<file path="config.mk">
export PLATFORM = sky130hd
export DESIGN_NAME = accel_dispatch
export DESIGN_NICKNAME = d
export VERILOG_FILES = /design/src/rtl/accel_dispatch.sv
export SDC_FILE = /design/constraint.sdc
export NUM_CORES = 1
export LEC_CHECK = 0
export CAP_MARGIN = 25
export CORE_MARGIN = 3
export CORE_UTILIZATION = 60
export DETAILED_ROUTE_END_ITERATION = 8
export DONT_BUFFER_PORTS = 1
export HOLD_SLACK_MARGIN = 0.06
export PLACE_DENSITY = 0.72
export SYNTH_ARGS = -nofsm -noshare
export SYNTH_HDL_FRONTEND = slang
export SYNTH_SLANG_ARGS = --single-unit
</file>
<file path="constraint.sdc">
create_clock -name clk -period 4.4 [get_ports clk]
set_input_delay 0.66 -clock clk [delete_from_list [all_inputs] [get_ports clk]]
set_output_delay 0.66 -clock clk [all_outputs]
set_load 0.02 [all_outputs]
</file>
<file path="src/rtl/accel_dispatch.sv">
// rtl/accel_dispatch.sv - sample FIFO feeding a single-job function accelerator; optional busy counter under ACCEL_DISPATCH_PERF_EN
module accel_dispatch #(
   parameter int DEPTH = 8
) (
   input  logic                     clk,
   input  logic                     reset,
   input  logic                     clk_en,
   input  logic                     in_valid,
   input  logic [31:0]              in_x,
   output logic                     in_ready,
   output logic                     acc_start,
   output logic [31:0]              acc_x,
   input  logic                     acc_done,
   input  logic [31:0]              acc_y,
   output logic                     out_valid,
   output logic [31:0]              out_y,
   input  logic                     out_ready,
   output logic [$clog2(DEPTH):0]   in_count,
   output logic                     spurious_done
`ifdef ACCEL_DISPATCH_PERF_EN
   ,
   output logic [31:0]              perf_busy
`endif
);

   localparam int AW = $clog2(DEPTH);

   typedef enum logic [1:0] {ST_IDLE, ST_LAUNCH, ST_WAIT, ST_HOLD} state_t;

   state_t        state, state_n;
   logic [31:0]   mem [DEPTH];
   logic [AW-1:0] wr_ptr, rd_ptr;
   logic          push, pop, capture;

   // Fullness is judged on the pre-edge count, so a same-cycle pop never frees a slot early.
   always_comb begin
      in_ready = (in_count < (AW+1)'(DEPTH)) & clk_en;
      push     = in_valid & in_ready;
   end

   // State register; reset wins over clock enable.
   always_ff @(posedge clk) begin
      if (reset)
         state <= ST_IDLE;
      else if (clk_en)
         state <= state_n;
   end

   // Next-state logic: one job in flight, LAUNCH lasts exactly one enabled cycle.
   always_comb begin
      state_n = state;
      case (state)
         ST_IDLE:   if (in_count != '0) state_n = ST_LAUNCH;
         ST_LAUNCH: state_n = ST_WAIT;
         ST_WAIT:   if (acc_done) state_n = ST_HOLD;
         ST_HOLD:   if (out_ready) state_n = ST_IDLE;
         default:   state_n = ST_IDLE;
      endcase
   end

   // FSM outputs and the qualified events that move data.
   always_comb begin
      acc_start = clk_en & (state == ST_LAUNCH);
      out_valid = (state == ST_HOLD);
      pop       = clk_en & (state == ST_IDLE) & (in_count != '0);
      capture   = clk_en & (state == ST_WAIT) & acc_done;
   end

   // Sample storage; contents are don't-care until written, so no reset.
   always_ff @(posedge clk) begin
      if (push)
         mem[wr_ptr] <= in_x;
   end

   // FIFO pointers and occupancy; a simultaneous push and pop leaves the count unchanged.
   always_ff @(posedge clk) begin
      if (reset) begin
         wr_ptr   <= '0;
         rd_ptr   <= '0;
         in_count <= '0;
      end else begin
         if (push) wr_ptr <= wr_ptr + 1'b1;
         if (pop)  rd_ptr <= rd_ptr + 1'b1;
         case ({push, pop})
            2'b10:   in_count <= in_count + 1'b1;
            2'b01:   in_count <= in_count - 1'b1;
            default: in_count <= in_count;
         endcase
      end
   end

   // Operand, result and sticky protocol-error flag.
   always_ff @(posedge clk) begin
      if (reset) begin
         acc_x         <= '0;
         out_y         <= '0;
         spurious_done <= 1'b0;
      end else begin
         if (pop)     acc_x <= mem[rd_ptr];
         if (capture) out_y <= acc_y;
         if (clk_en && acc_done && state != ST_WAIT)
            spurious_done <= 1'b1;
      end
   end

`ifdef ACCEL_DISPATCH_PERF_EN
   // Saturating count of enabled cycles with work queued or in flight.
   always_ff @(posedge clk) begin
      if (reset)
         perf_busy <= '0;
      else if (clk_en && (state != ST_IDLE || in_count != '0) && perf_busy != 32'hFFFF_FFFF)
         perf_busy <= perf_busy + 32'd1;
   end
`endif

endmodule

</file>
==> impl_metrics.yaml <==
synthesis:
  synth_top_area_share_pct: 60.3
  synth_area_um2: 12800
  ys_seq_area_share_pct: 72.4
  synth.ff_latch_count: 333
  synthTopCellsByArea: "edfxtp_1, dfxtp_1, mux4_2"
  yosysMostFrequentCell: "edfxtp_1"
  syn-num-nets: 793
  yosys_warnings: 0
  synth.distinct_cells: 38
  synth_flop_cell: "edfxtp_1"
  async_flop_share_pct: 0
  synth_common_cells: "edfxtp_1, dfxtp_1, nand2_1"
  synth_edf_count: 256
  synthCells: 713
  yosysTopAreaCell: "edfxtp_1"
  synth.avg_cell_area_um2: 17.9
worst_hold_path:
  hp-class: "in2reg"
worst_setup_path:
  rrSetupSlack_ns: 1.62
  cp.arrival_ns: 3.16
  cp.required_ns: 4.78
  timing_worst_setup_path_type: "reg2reg"
  cp-end-kind: "flip-flop"
  critPathMaxFanout: 10
  start_kind: "flip-flop"
clock_network:
  cts_buffers: 34
  cts_max_level: 2
  cts_root_buffer: "clkbuf_16"
  clk_latency_ns: 0.50
  ctsResizeCount: 0
  hold_buffers: 0
  clk_pin_slew_ns: 0.06
  cts_buffer_depth: 3
  cts_setup_buffers: 0
  cts.sinks: 333
  cts_tree: "yes"
floorplanning:
  start_util_pct: 62.0
  die_y_um: 152
  fp.coreArea_um2: 20600
  fp-row-count: 52
  dieArea_um2: 23000
  io_pins: 142
  die_w_um: 152
global_routing:
  grt_pass1_wl_um: 38400
  grt_usage_pct: 21.3
  grt_pass1_vias: 6653
  antenna_found_initial: 0
  grt_max_degree: 79
  grt_overflow: 0
route:
  wire_per_inst_um: 23.6
  first_iter_violations: 477
  dr_total_vias: 6184
  detail-route-antenna-nets: 0
  drc: 0
  dr.pass1.iters: 5
  drt_wl_total_um: 24100
  via_per_inst: 6.06
placement:
  io_buffers: 0
  gp_congestion: 0.813
  placed_area_um2: 13000
  hpwl_um: 14700
  dp_slack_ns: 1.68
finish:
  num_antenna_cells: 0
  final_util_pct: 68.6
  stdcell_area_um2: 14100
  layout-drive-gt1-share_pct: 27.0
  final_nets: 807
  area_growth_pct: 10.6
power_and_ir_drop:
  p_per_area_nw_per_um2: 601
  peakVddDrop_v: 0.000360
  p_total_uw: 8470
  p_leak_uw: 0.00447
timing:
  hold_viol: 0
  relSlewSlack_pct: 36.6
  drv_slew: 0
  worst_slack_ns: 1.62
  finClkSkew_ns: 0.0181
  rsz0062_at_grt: "no"
  setup_tns_ns: 0
  worstMarginPinSlew_ns: 0.950
  fmax_mhz: 360
  min_period_over_period_pct: 63.2
  setup_viol: 0
  fin_crit_ns: 2.78
job:
  cap_violations: 0
run_status:
  status: "finished clean"
==> path summary, 6_finish.rpt <==
path	end	cells after the start	start
min	acc_x[2]$_SDFFE_PP0P_	1	reset
max	in_count[3]$_SDFFE_PP0P_	7	in_count[0]$_SDFFE_PP0P_
max reg2reg	in_count[3]$_SDFFE_PP0P_	7	in_count[0]$_SDFFE_PP0P_
min reg2reg	wr_ptr[0]$_SDFFE_PP0P_	2	wr_ptr[0]$_SDFFE_PP0P_
==> metal layers <==
metal | share of wire, % | wire (um) | vias up | GRT usage (%)
li1 | - | - | 2788 | -
met1 | 39 | 9420 | 3153 | 27.6
met2 | 51 | 12200 | 212 | 36.1
met3 | 8.3 | 2010 | 31 | 6.29
met4 | 1.8 | 433 | 0 | 5.35
met5 | 0 | 0 | - | 0
==> worst max-delay path, cell delays in order, from the launching register on <==
cell and delay (ns):
dfxtp_1 0.42, or4_4 0.61, and2_4 0.24, ha_1 0.24, nor2b_1 0.23, a31oi_1 0.15
o32ai_1 0.38, mux2_2 0.39
==> registers in the layout, summed over array words and instances (netlist names) <==
name / cells
state: 2
wr_ptr: 3
acc_x: 32
out_y: 32
rd_ptr: 3
spurious_done: 1
mem: 256
in_count: 4
==> report_power, final <==
part	switching (uW)	internal [uW]	leakage [uW]
logic	816	810	0.00101
registers	513	3630	0.00294
clock network	1100	1600	0.000523
total	2430	6040	0.00447
==> through the flow <==
step / hold WS (ns) / cells
after floorplan: 0.462 / 713
after global placement: 0.469 / 959
after detailed placement: 0.489 / 959
after CTS: 0.212 / 1019
after global routing: 0.220 / 1021
final: 0.236 / 1021
==> cell usage in the layout, fill, tap and decap left out, types with 2 or more instances in the layout <==
| cell type | count |
|---|---|
| a21oi_1 | 37 |
| nand2b_1 | 5 |
| ha_1 | 10 |
| edfxtp_1 | 256 |
| nand2_1 | 70 |
| nor2b_1 | 4 |
| clkinv_1 | 7 |
| buf_4 | 16 |
| nand3_1 | 2 |
| inv_1 | 6 |
| dfxtp_1 | 75 |
| xnor2_1 | 2 |
| and2_1 | 2 |
| xor2_1 | 4 |
| nor3_2 | 32 |
| or3_1 | 2 |
| clkbuf_1 | 7 |
| clkinv_2 | 5 |
| clkbuf_16 | 37 |
| clkbuf_8 | 3 |
| mux4_2 | 64 |
| nor2_1 | 14 |
| mux2i_1 | 3 |
| nor2_4 | 35 |
| o22ai_1 | 32 |
| nor3_1 | 2 |
| a31oi_1 | 2 |
==> cells by family after synthesis <==
group,share of synthesized area (%)
and+or+nand+nor,9.00
DFF,72.4
muxes,11.6
xor gates and xnor gates,0.412
buffers and inverters,2.26
adders and majority gates,0.981
AOI/OAI and AO/OA,3.37
==> cell type report <==
class	instances	area, um^2
Clock inverter	14	90.1
Clock buffer	46	968
Sequential cell	333	9230
Multi-Input combinational cell	334	3290
Inverter	6	22.5
Timing Repair Buffer	18	156
Tap cell	270	338
Fill cell	1331	6460
(Power assumes the default switching activity.)
